File: src/rtl/coffee_ctrl_pkg.sv
// Shared definitions for the coffee-machine controller.
// Holds the state encoding, the price and coin values, and the selector codes
// that tell the datapath adder whether to add one or two units.
package coffee_ctrl_pkg;

   localparam logic [2:0] S_IDLE   = 3'd0;
   localparam logic [2:0] S_LOAD   = 3'd1;
   localparam logic [2:0] S_CHECK  = 3'd2;
   localparam logic [2:0] S_CHANGE = 3'd3;
   localparam logic [2:0] S_BREW   = 3'd4;
   localparam logic [2:0] S_CLEAR  = 3'd5;
   localparam logic [2:0] S_REFUND = 3'd6;

   typedef enum logic [2:0] {
      ST_IDLE   = S_IDLE,
      ST_LOAD   = S_LOAD,
      ST_CHECK  = S_CHECK,
      ST_CHANGE = S_CHANGE,
      ST_BREW   = S_BREW,
      ST_CLEAR  = S_CLEAR,
      ST_REFUND = S_REFUND
   } state_t;

   localparam logic [2:0] PRICE = 3'd3;
   localparam logic [2:0] COIN1 = 3'd1;
   localparam logic [2:0] COIN2 = 3'd2;

   localparam logic SEL_ADD1 = 1'b0;
   localparam logic SEL_ADD2 = 1'b1;

   // Credit added by the datapath for a given selector choice.
   function automatic logic [2:0] coin_value(input logic sel);
      return (sel == SEL_ADD2) ? COIN2 : COIN1;
   endfunction

endpackage

File: src/rtl/coffee_ctrl_brew_timer.sv
// Brew-length down-counter.
// start  : loads BREW_CYCLES; the count then runs down to zero.
// done   : high in the last cycle of the brew (count == 1).
// clk_sys / rst_b : controller clock and asynchronous active-low reset.
module coffee_ctrl_brew_timer #(
   parameter int unsigned BREW_CYCLES = 8,
   parameter int unsigned TMR_W       = 4
) (
   input  logic clk_sys,
   input  logic rst_b,
   input  logic start,
   output logic done
);

   logic [TMR_W-1:0] cnt;

   always_ff @(posedge clk_sys or negedge rst_b) begin
      if (!rst_b) begin
         cnt <= '0;
      end else if (start) begin
         cnt <= TMR_W'(BREW_CYCLES);
      end else if (cnt != '0) begin
         cnt <= cnt - TMR_W'(1);
      end
   end

   assign done = (cnt == TMR_W'(1));

endmodule

File: src/rtl/coffee_ctrl.sv
// Coffee-machine control unit.
// Drives the credit datapath (selector, adder, counter) from the coin and
// cancel pulses, reads back the 3-unit comparator flags and sequences
// dispensing, change and refunds. All outputs are registered.
// Inputs : clock, rst_n, coin_1, coin_2, cancel, less_3, eql_3, grt_3
// Outputs: sel_en, sel_sel, cnt_ld, cnt_en, cnt_ud, coffee_out, change,
//          coin_reject, busy
//
// state  | meaning
// IDLE   | waiting for a coin or cancel
// LOAD   | datapath adds the selected coin value to the credit
// CHECK  | comparator flags decide: wait, brew, or pay change first
// CHANGE | return one unit per cycle until credit equals the price
// BREW   | valve open for BREW_CYCLES cycles
// CLEAR  | consume the price: three down-counts, no change
// REFUND | return one unit per cycle until credit is zero
module coffee_ctrl
   import coffee_ctrl_pkg::*;
#(
   parameter int unsigned BREW_CYCLES = 8,
   parameter int unsigned TMR_W       = 4
) (
   input  logic Coffee_ctrl_clock,
   input  logic Coffee_ctrl_rst_n,
   input  logic Coffee_ctrl_coin_1,
   input  logic Coffee_ctrl_coin_2,
   input  logic Coffee_ctrl_cancel,
   input  logic Coffee_ctrl_less_3,
   input  logic Coffee_ctrl_eql_3,
   input  logic Coffee_ctrl_grt_3,
   output logic Coffee_ctrl_sel_en,
   output logic Coffee_ctrl_sel_sel,
   output logic Coffee_ctrl_cnt_ld,
   output logic Coffee_ctrl_cnt_en,
   output logic Coffee_ctrl_cnt_ud,
   output logic Coffee_ctrl_coffee_out,
   output logic Coffee_ctrl_change,
   output logic Coffee_ctrl_coin_reject,
   output logic Coffee_ctrl_busy
);

   state_t     state;
   logic [2:0] shadow;      // mirror of the datapath credit counter
   logic [2:0] flags;
   logic       any_coin;
   logic       tmr_start;
   logic       tmr_done;

   assign flags    = {Coffee_ctrl_less_3, Coffee_ctrl_eql_3, Coffee_ctrl_grt_3};
   assign any_coin = Coffee_ctrl_coin_1 | Coffee_ctrl_coin_2;

   // Timer is loaded on the edge that enters BREW, so it reads BREW_CYCLES
   // in the first brew cycle and 1 in the last.
   assign tmr_start = ((state == ST_CHECK)  && (flags == 3'b010)) ||
                      ((state == ST_CHANGE) && (shadow == PRICE + 3'd1));

   coffee_ctrl_brew_timer #(
      .BREW_CYCLES (BREW_CYCLES),
      .TMR_W       (TMR_W)
   ) u_brew_timer (
      .clk_sys (Coffee_ctrl_clock),
      .rst_b   (Coffee_ctrl_rst_n),
      .start   (tmr_start),
      .done    (tmr_done)
   );

   // Outputs are set on the transition into the state they belong to.
   always_ff @(posedge Coffee_ctrl_clock or negedge Coffee_ctrl_rst_n) begin
      if (!Coffee_ctrl_rst_n) begin
         state                   <= ST_IDLE;
         shadow                  <= '0;
         Coffee_ctrl_sel_en      <= 1'b0;
         Coffee_ctrl_sel_sel     <= SEL_ADD1;
         Coffee_ctrl_cnt_ld      <= 1'b0;
         Coffee_ctrl_cnt_en      <= 1'b0;
         Coffee_ctrl_cnt_ud      <= 1'b0;
         Coffee_ctrl_coffee_out  <= 1'b0;
         Coffee_ctrl_change      <= 1'b0;
         Coffee_ctrl_coin_reject <= 1'b0;
         Coffee_ctrl_busy        <= 1'b0;
      end else begin
         Coffee_ctrl_sel_en      <= 1'b0;
         Coffee_ctrl_cnt_ld      <= 1'b0;
         Coffee_ctrl_cnt_en      <= 1'b0;
         Coffee_ctrl_cnt_ud      <= 1'b0;   // controller only ever counts down
         Coffee_ctrl_coffee_out  <= 1'b0;
         Coffee_ctrl_change      <= 1'b0;
         Coffee_ctrl_coin_reject <= (state != ST_IDLE) && any_coin;
         Coffee_ctrl_busy        <= 1'b1;

         case (state)
            ST_IDLE: begin
               if (Coffee_ctrl_cancel && (shadow != 3'd0)) begin
                  state                   <= ST_REFUND;
                  Coffee_ctrl_cnt_en      <= 1'b1;
                  Coffee_ctrl_change      <= 1'b1;
                  Coffee_ctrl_coin_reject <= any_coin;
               end else if (Coffee_ctrl_coin_1 && Coffee_ctrl_coin_2) begin
                  Coffee_ctrl_coin_reject <= 1'b1;
                  Coffee_ctrl_busy        <= 1'b0;
               end else if (any_coin) begin
                  state               <= ST_LOAD;
                  Coffee_ctrl_sel_sel <= Coffee_ctrl_coin_2 ? SEL_ADD2 : SEL_ADD1;
                  Coffee_ctrl_sel_en  <= 1'b1;
                  Coffee_ctrl_cnt_ld  <= 1'b1;
               end else begin
                  Coffee_ctrl_busy <= 1'b0;
               end
            end

            ST_LOAD: begin
               shadow <= shadow + coin_value(Coffee_ctrl_sel_sel);
               state  <= ST_CHECK;
            end

            ST_CHECK: begin
               case (flags)
                  3'b100: begin
                     state            <= ST_IDLE;
                     Coffee_ctrl_busy <= 1'b0;
                  end
                  3'b010: begin
                     state                  <= ST_BREW;
                     Coffee_ctrl_coffee_out <= 1'b1;
                  end
                  3'b001: begin
                     state              <= ST_CHANGE;
                     Coffee_ctrl_cnt_en <= 1'b1;
                     Coffee_ctrl_change <= 1'b1;
                  end
                  default: begin
                     // Inconsistent flags: hand back whatever is held.
                     if (shadow != 3'd0) begin
                        state              <= ST_REFUND;
                        Coffee_ctrl_cnt_en <= 1'b1;
                        Coffee_ctrl_change <= 1'b1;
                     end else begin
                        state            <= ST_IDLE;
                        Coffee_ctrl_busy <= 1'b0;
                     end
                  end
               endcase
            end

            ST_CHANGE: begin
               shadow <= shadow - 3'd1;
               if (shadow == PRICE + 3'd1) begin
                  state                  <= ST_BREW;
                  Coffee_ctrl_coffee_out <= 1'b1;
               end else begin
                  Coffee_ctrl_cnt_en <= 1'b1;
                  Coffee_ctrl_change <= 1'b1;
               end
            end

            ST_BREW: begin
               if (tmr_done) begin
                  state              <= ST_CLEAR;
                  Coffee_ctrl_cnt_en <= 1'b1;
               end else begin
                  Coffee_ctrl_coffee_out <= 1'b1;
               end
            end

            ST_CLEAR: begin
               shadow <= shadow - 3'd1;
               if (shadow == 3'd1) begin
                  state            <= ST_IDLE;
                  Coffee_ctrl_busy <= 1'b0;
               end else begin
                  Coffee_ctrl_cnt_en <= 1'b1;
               end
            end

            ST_REFUND: begin
               if (shadow <= 3'd1) begin
                  shadow           <= '0;
                  state            <= ST_IDLE;
                  Coffee_ctrl_busy <= 1'b0;
               end else begin
                  shadow             <= shadow - 3'd1;
                  Coffee_ctrl_cnt_en <= 1'b1;
                  Coffee_ctrl_change <= 1'b1;
               end
            end

            default: begin
               state            <= ST_IDLE;
               Coffee_ctrl_busy <= 1'b0;
            end
         endcase
      end
   end

endmodule
File: config.mk
export PLATFORM = sky130hd
export DESIGN_NAME = coffee_ctrl
export DESIGN_NICKNAME = d
export VERILOG_FILES = /design/src/rtl/coffee_ctrl_pkg.sv /design/src/rtl/coffee_ctrl_brew_timer.sv /design/src/rtl/coffee_ctrl.sv
export SDC_FILE = /design/constraint.sdc
export NUM_CORES = 1
export LEC_CHECK = 0
export ABC_AREA = 1
export CAP_MARGIN = 10
export CORE_AREA = 3 3 56 58
export CTS_CLUSTER_SIZE = 16
export DETAILED_ROUTE_END_ITERATION = 8
export DIE_AREA = 0 0 59 61
export PLACE_DENSITY = 0.76
export SYNTH_ARGS = -nofsm -noshare
export SYNTH_HDL_FRONTEND = slang
export SYNTH_SLANG_ARGS = --single-unit
File: constraint.sdc
create_clock -name Coffee_ctrl_clock -period 1.9 [get_ports Coffee_ctrl_clock]
set_input_delay 0.38 -clock Coffee_ctrl_clock [delete_from_list [all_inputs] [get_ports Coffee_ctrl_clock]]
set_output_delay 0.38 -clock Coffee_ctrl_clock [all_outputs]
set_load 0.02 [all_outputs]
==> out/metrics.cfg, run 1 <==
[clock_tree]
clkTransAtPathRegs_ns=0.10
cts.sinks=17
post-cts-setup-buffer-count=0
clockRootBuffer=sky130_fd_sc_hd__clkbuf_4
worst_skew_pair.late_latency_ns=0.29
tritoncts=yes
numCtsBuffers=3
ctsHtreeMaxLevel=1
cts-root-to-sink-buffers=2
cts_hold_buf=0
ctsResizeCount=0

[cells_and_area]
layoutNonFillerInstCount=216
antenna_cells=0
registers.top_by_ff_count=u_brew_timer.cnt
fin_util_pct=52.12
reg_top3=u_brew_timer.cnt: 4 flops, shadow: 3 flops, state: 3 flops
flow.area_growth_from_synthesis_pct=16.15
fillers=268
post-route-cell-area_um2=1413
flip_flop_count_of_the_largest_register_all_copies_and_words_added=4
drive_gt1_share_pct=5.946
finalNetCount=204

[sta]
timing.final.setup_violations=0
maxClockFrequency_ghz=0.5855
finalWorstPathRequiredPeriod_ns=1.708
skew_ns=0.001423
period_share_pct=89.89
tns_setup_ns=0
finalWorstSetupSlack_ns=0.1920
hold-worst-slack_ns=0.4038
hold_violation_count_in_the_final_report=0
rsz_0062_raised_after_global_routing=false
timing.final.max_slew_violations=0

[synthesis]
seq_area_frac_synth_pct=34.98
synth_enable_flop_cells=0
synth_nets=186
synth_async_sr_flop_share_pct=100.0
netlist.area_leader.share_pct=34.98
synth_largest_area_cell=sky130_fd_sc_hd__dfrtp_1
dominantRegCellSynth=sky130_fd_sc_hd__dfrtp_1
syn-instance-count=168
synth_top_cells_by_count=39 x sky130_fd_sc_hd__nand2_1, 27 x sky130_fd_sc_hd__inv_1, 18 x sky130_fd_sc_hd__nor2_1
synthesis.area_per_instance_um2=7.239
syn_area_um2=1216
yosysMostFrequentCell=sky130_fd_sc_hd__nand2_1
synth_top_cells_by_area=sky130_fd_sc_hd__dfrtp_1 35%, sky130_fd_sc_hd__nand2_1 12%, sky130_fd_sc_hd__ha_1 9.3%, sky130_fd_sc_hd__inv_1 8.3%, sky130_fd_sc_hd__nand3_1 7.0%
synth_warnings=0
yosys_register_bits=17
yosys.cell_types.count=27

[run_status]
status=completed

[setup_path]
rr_worst_depth=7
worst_path_dominant_cell_family=simple AND/OR/NAND/NOR gates
critical_path_class=flip-flop to flip-flop
cpMostUsedCell=sky130_fd_sc_hd__inv_1
crit_path_cell_trace=inv_1 > ha_1 > inv_1 > o21ai_1 > nor2_1 > nor3b_1 > nand4_1
worstSetupEndpointType=flip-flop
startpoint_type=flip-flop
regToRegSetupSlack_ns=0.19
worstPathMaxFanout=4
max_stage_delay_ns=0.41
critPathBufInv=2
reg2reg_to=Coffee_ctrl_busy
critical_path_arrival_ns=1.88
cp.required_ns=2.07
slowest_stage=sky130_fd_sc_hd__dfrtp_1
crit-reg2reg-launch=shadow[1]

[power_and_ir_drop]
switching_share_pct=48.15
power_report.internal_total_mw=1.213
pwr-share-clk_pct=8.6
p_sw_mw=1.126
p_comb_share_pct=61.0
p_seq_share_pct=30.4
ir_drop_uv=780.2
power_per_cell_area_nw_per_um2=1656
p_leak_nw=0.7482
p_total_mw=2.339

[floorplanning]
die_height_um=61
die_w_um=59
die_area_um2=3599
initial_core_util_pct=44.88
rows=19
pin_count=17
floorplan.core_area_um2=2710

[global_routing]
grt_first_pass_wirelength_mm=4.222
grtUsageTotal_pct=15.69
antenna_violations_before_repair=0
grt_start_max_net_pins=18
first_global_vias=1050
overflow=0

[placed_design]
gp_congestion=0.8917
dp.final_hpwl_mm=2.029
dpl_worst_slack_ns=0.1959
post_dp_cell_area_um2=1386
numPlacedInstances=212
buffer_ports.inserted=15

[routing]
antenna_left=0
dr_vias=1129
wire_length_reported_by_the_detailed_router_mm=2.501
drt_iter0_markers=28
vias_per_cell=5.227
detailedRoute.firstPassIterationCount=4
drc_viols=0
detail_route.wl_per_cell_um=11.58

[job]
drv.max_cap_violation_count=0

[worst_hold_path]
worstHoldPathType=primary input to asynchronous set/reset pin

[how the worst max path moves through the flow]
stage	from	endpoint	slack [ns]	cells after the start
finish	shadow[1]	Coffee_ctrl_busy	0.19	7
global route	shadow[1]	Coffee_ctrl_busy	0.10	7
CTS	Coffee_ctrl_sel_sel	Coffee_ctrl_sel_sel	0.18	1
detailed placement	Coffee_ctrl_grt_3	Coffee_ctrl_change	0.20	8
global placement	Coffee_ctrl_coin_2	state[0]	0.25	9
floorplan	Coffee_ctrl_sel_sel	shadow[2]	0.32	9
[cell usage in the layout (no fill, tap or decap), drive strengths merged, types with 2 or more instances in the layout]
cell type	count
nand2	39
inv	29
nor2	21
nand3	18
dfrtp	17
clkdlybuf4s50	15
o21ai	14
ha	9
clkbuf	4
xnor2	3
a21oi	3
nand4	2
[cells by family after synthesis]
kind of cell	share of synthesized area, %
other	0.3083
adders and majority gates	10.91
xor gates and xnor gates	2.881
DFF	34.98
buffers and inverters	11.11
and+or+nand+nor	31.07
AOI/OAI and AO/OA	8.746
[cell type report]
class | count | area (um2) | share of cell area, %
Tap cell | 31 | 38.79 | 2.746
Multi-Input combinational cell | 119 | 655.6 | 46.41
Sequential cell | 17 | 425.4 | 30.12
Timing Repair Buffer | 16 | 157.7 | 11.16
Clock buffer | 4 | 26.28 | 1.860
Inverter | 29 | 108.9 | 7.706
[routing by layer]
metal / GRT usage, % / share of wire (%) / routed length (um) / up-vias
met1: 16.32 / 41 / 1018 / 517
li1: - / - / - / 561
met5: 0 / 0 / 0 / -
met3: 4.468 / 6.4 / 161 / 7
met4: 7.443 / 2.0 / 49 / 0
met2: 29.02 / 51 / 1271 / 44
[power by group through the flow]
stage                     logic [mW]  clock network (mW)  registers (mW)
after detailed placement        1.43                   0           0.718
after global routing            1.64               0.229           0.737
after floorplan                 1.01                   0           0.744
after global placement          1.37                   0           0.710
final                           1.43               0.200           0.712
after CTS                       1.44               0.208           0.712
Note: power is estimated with default switching activity, not from simulation.
==> run 2, diff against run 1 <==
--- a/config.mk
+++ b/config.mk
@@ -12,6 +12,7 @@
 export DETAILED_ROUTE_END_ITERATION = 8
 export DIE_AREA = 0 0 59 61
 export PLACE_DENSITY = 0.76
+export RECOVER_POWER = 25
 export SYNTH_ARGS = -nofsm -noshare
 export SYNTH_HDL_FRONTEND = slang
 export SYNTH_SLANG_ARGS = --single-unit
==> run 2 against run 1 <==
Effect of this change:
- fmax unchanged
- global-route usage is the same
- non-clock buffer count stayed put
- combinational power is essentially flat
- utilization is 0.14 points lower
- clock power barely moved
- sequential power barely moved
- flip-flop and latch count stayed put
- design area is 0.27% lower
==> out/metrics.cfg, run 2 (synthesis gave the netlist of run 1 again) <==
[run_status]
status=completed  ; unchanged

[placed_design]
buffer_ports.inserted=15  ; unchanged
gp_congestion=0.8917  ; unchanged
dp.final_hpwl_mm=2.029  ; unchanged
numPlacedInstances=212  ; unchanged

[routing]
drt_iter0_markers=28  ; unchanged
dr_vias=1127  ; was 1129
antenna_left=0  ; unchanged
detail_route.wl_per_cell_um=11.56  ; was 11.58 um
wire_length_reported_by_the_detailed_router_mm=2.497  ; was 2.501 mm
vias_per_cell=5.218  ; was 5.227
detailedRoute.firstPassIterationCount=4  ; unchanged
drc_viols=0  ; unchanged

[power_and_ir_drop]
ir_drop_uv=779.9  ; was 780.2 uV
p_comb_share_pct=61.0  ; about the same
p_leak_nw=0.7448  ; was 0.7482 nW
power_report.internal_total_mw=1.211  ; was 1.213 mW
pwr-share-clk_pct=8.6  ; about the same
p_sw_mw=1.127  ; was 1.126 mW
power_per_cell_area_nw_per_um2=1659  ; was 1656 nW/um2
switching_share_pct=48.18  ; was 48.15%
p_seq_share_pct=30.5  ; was 30.4%

[global_routing]
antenna_violations_before_repair=0  ; unchanged
busiest_layer=met2  ; unchanged
grtUsageTotal_pct=15.69  ; unchanged
met1_usage_pct=16.32  ; unchanged
first_global_vias=1050  ; unchanged
grt_start_max_net_pins=18  ; unchanged
grt_first_pass_wirelength_mm=4.222  ; unchanged
overflow=0  ; unchanged
met2_capacity_usage_during_global_routing_pct=29.02  ; unchanged
grt_util_met3_pct=4.468  ; unchanged

[sta]
maxClockFrequency_ghz=0.5855  ; unchanged
timing.final.max_slew_violations=0  ; unchanged
period_share_pct=89.89  ; unchanged
tightestPinTransition_ns=0.9581
max_slew_margin_pct=36.13
timing.final.setup_violations=0  ; unchanged
hold-worst-slack_ns=0.5296  ; was 0.4038 ns
tns_setup_ns=0  ; unchanged
skew_ns=0.001423  ; about the same
rsz_0062_raised_after_global_routing=false  ; unchanged
finalWorstPathRequiredPeriod_ns=1.708  ; unchanged
hold_violation_count_in_the_final_report=0  ; unchanged

[setup_path]
startpoint_type=flip-flop  ; unchanged
setup.worst_path.start=shadow[1]  ; unchanged
worstSetupEndpointType=flip-flop  ; unchanged
crit-reg2reg-launch=shadow[1]  ; unchanged
crit_path_cell_trace=inv_1 > ha_1 > inv_1 > o21ai_1 > nor2_1 > nor3b_1 > nand4_1  ; unchanged
slowest_stage=sky130_fd_sc_hd__dfrtp_1  ; unchanged
critical_path_arrival_ns=1.88  ; about the same
critical_path_class=flip-flop to flip-flop  ; unchanged
max_stage_delay_ns=0.41  ; about the same
worstPathMaxFanout=4  ; unchanged
critPathBufInv=2  ; unchanged
cp.required_ns=2.07  ; about the same
cpMostUsedCell=sky130_fd_sc_hd__inv_1  ; unchanged
worst_path_dominant_cell_family=simple AND/OR/NAND/NOR gates  ; unchanged

[clock_tree]
numCtsBuffers=3  ; unchanged
cts-root-to-sink-buffers=2  ; unchanged
ctsHtreeMaxLevel=1  ; unchanged
ctsResizeCount=0  ; unchanged
cts_hold_buf=0  ; unchanged
clockRootBuffer=sky130_fd_sc_hd__clkbuf_4  ; unchanged
tritoncts=yes  ; unchanged
clkTransAtPathRegs_ns=0.10  ; about the same
cts.sinks=17  ; unchanged
post-cts-setup-buffer-count=0  ; unchanged
worst_skew_pair.late_latency_ns=0.29  ; about the same

[floorplanning]
die_area_um2=3599  ; unchanged
floorplan.core_area_um2=2710  ; unchanged
rows=19  ; unchanged
die_height_um=61  ; unchanged
initial_core_util_pct=44.88  ; unchanged
die_w_um=59  ; unchanged
pin_count=17  ; unchanged

[cells_and_area]
layoutNonFillerInstCount=216  ; unchanged
antenna_cells=0  ; unchanged
flow.area_growth_from_synthesis_pct=15.84  ; was 16.15%
registers.top_by_ff_count=u_brew_timer.cnt  ; unchanged
final_common_cell=sky130_fd_sc_hd__nand2_1  ; unchanged
layout_common_cells=39 x sky130_fd_sc_hd__nand2_1, 27 x sky130_fd_sc_hd__inv_1, 18 x sky130_fd_sc_hd__nor2_1  ; unchanged
fillers=270  ; was 268
finalNetCount=204  ; unchanged
drive_gt1_share_pct=5.405  ; was 5.946%
flip_flop_count_of_the_largest_register_all_copies_and_words_added=4  ; unchanged
reg_top3=u_brew_timer.cnt: 4 flops, shadow: 3 flops, state: 3 flops  ; unchanged

[job]
drv.max_cap_violation_count=0  ; unchanged

[worst_hold_path]
worstHoldPathType=flip-flop to flip-flop  ; was primary input to asynchronous set/reset pin
hold_path_startpoint=u_brew_timer.cnt[1]

[run 2: changes by cell type in the layout (fill, tap and decap cells not counted), sizes merged]
cell,previous run,this run
dlygate4sd3,0,1
buf,1,0
clkdlybuf4s50,15,14
clkbuf,4,5
[run 2: final cells by class]
type                    count  area (um2)  share of cell area [%]
flip-flops and latches     17       425.4                   30.20
multi-input cells         119       655.6                   46.54
inverters                  29       108.9                   7.726
clock buffers               4       26.28                   1.865
well taps                  31       38.79                   2.753
repair buffers             16       153.9                   10.92
[run 2: final timing paths]
check / depth (start not counted) / endpoint / slack (ns)
max: 7 / Coffee_ctrl_busy / 0.19
min: 2 / u_brew_timer.cnt[1] / 0.53
max reg2reg: 7 / Coffee_ctrl_busy / 0.19
min reg2reg: 2 / u_brew_timer.cnt[1] / 0.53
max in group asynchronous: 2 / Coffee_ctrl_sel_sel / 0.58
min in group asynchronous: 2 / u_brew_timer.cnt[2] / 0.74
[run 2: stage by stage]
step | utilization [%] | worst slack [ns] | power, mW | instance area, um2
2_1_floorplan | - | 0.3197 | 1.757 | 1216
3_3_place_gp | 51.15 | 0.2463 | 2.080 | 1386
3_5_place_dp | 51.15 | 0.1959 | 2.153 | 1386
4_1_cts | 52.12 | 0.1803 | 2.360 | 1413
5_1_grt | 51.99 | 0.1005 | 2.602 | 1409
6_report | 51.99 | 0.1920 | 2.338 | 1409
[run 2: power by group through the flow]
stage	combinational, mW	clock, mW	sequential, mW
4_1_cts	1.44	0.208	0.712
5_1_grt	1.64	0.229	0.737
6_report	1.43	0.200	0.712
3_3_place_gp	1.37	0	0.710
3_5_place_dp	1.43	0	0.718
2_1_floorplan	1.01	0	0.744
[run 2: tightest hold or removal path: cells and delay by family (launching register included)]
kind	cells	cell delay, ns
flops	1	0.39
simple gates	2	0.12
[run 2: metal layers]
layer | wire length [um] | share of wire [%]
met2 | 1273 | 51
met1 | 1012 | 41
met5 | 0 | 0
met4 | 49 | 2.0
met3 | 161 | 6.4
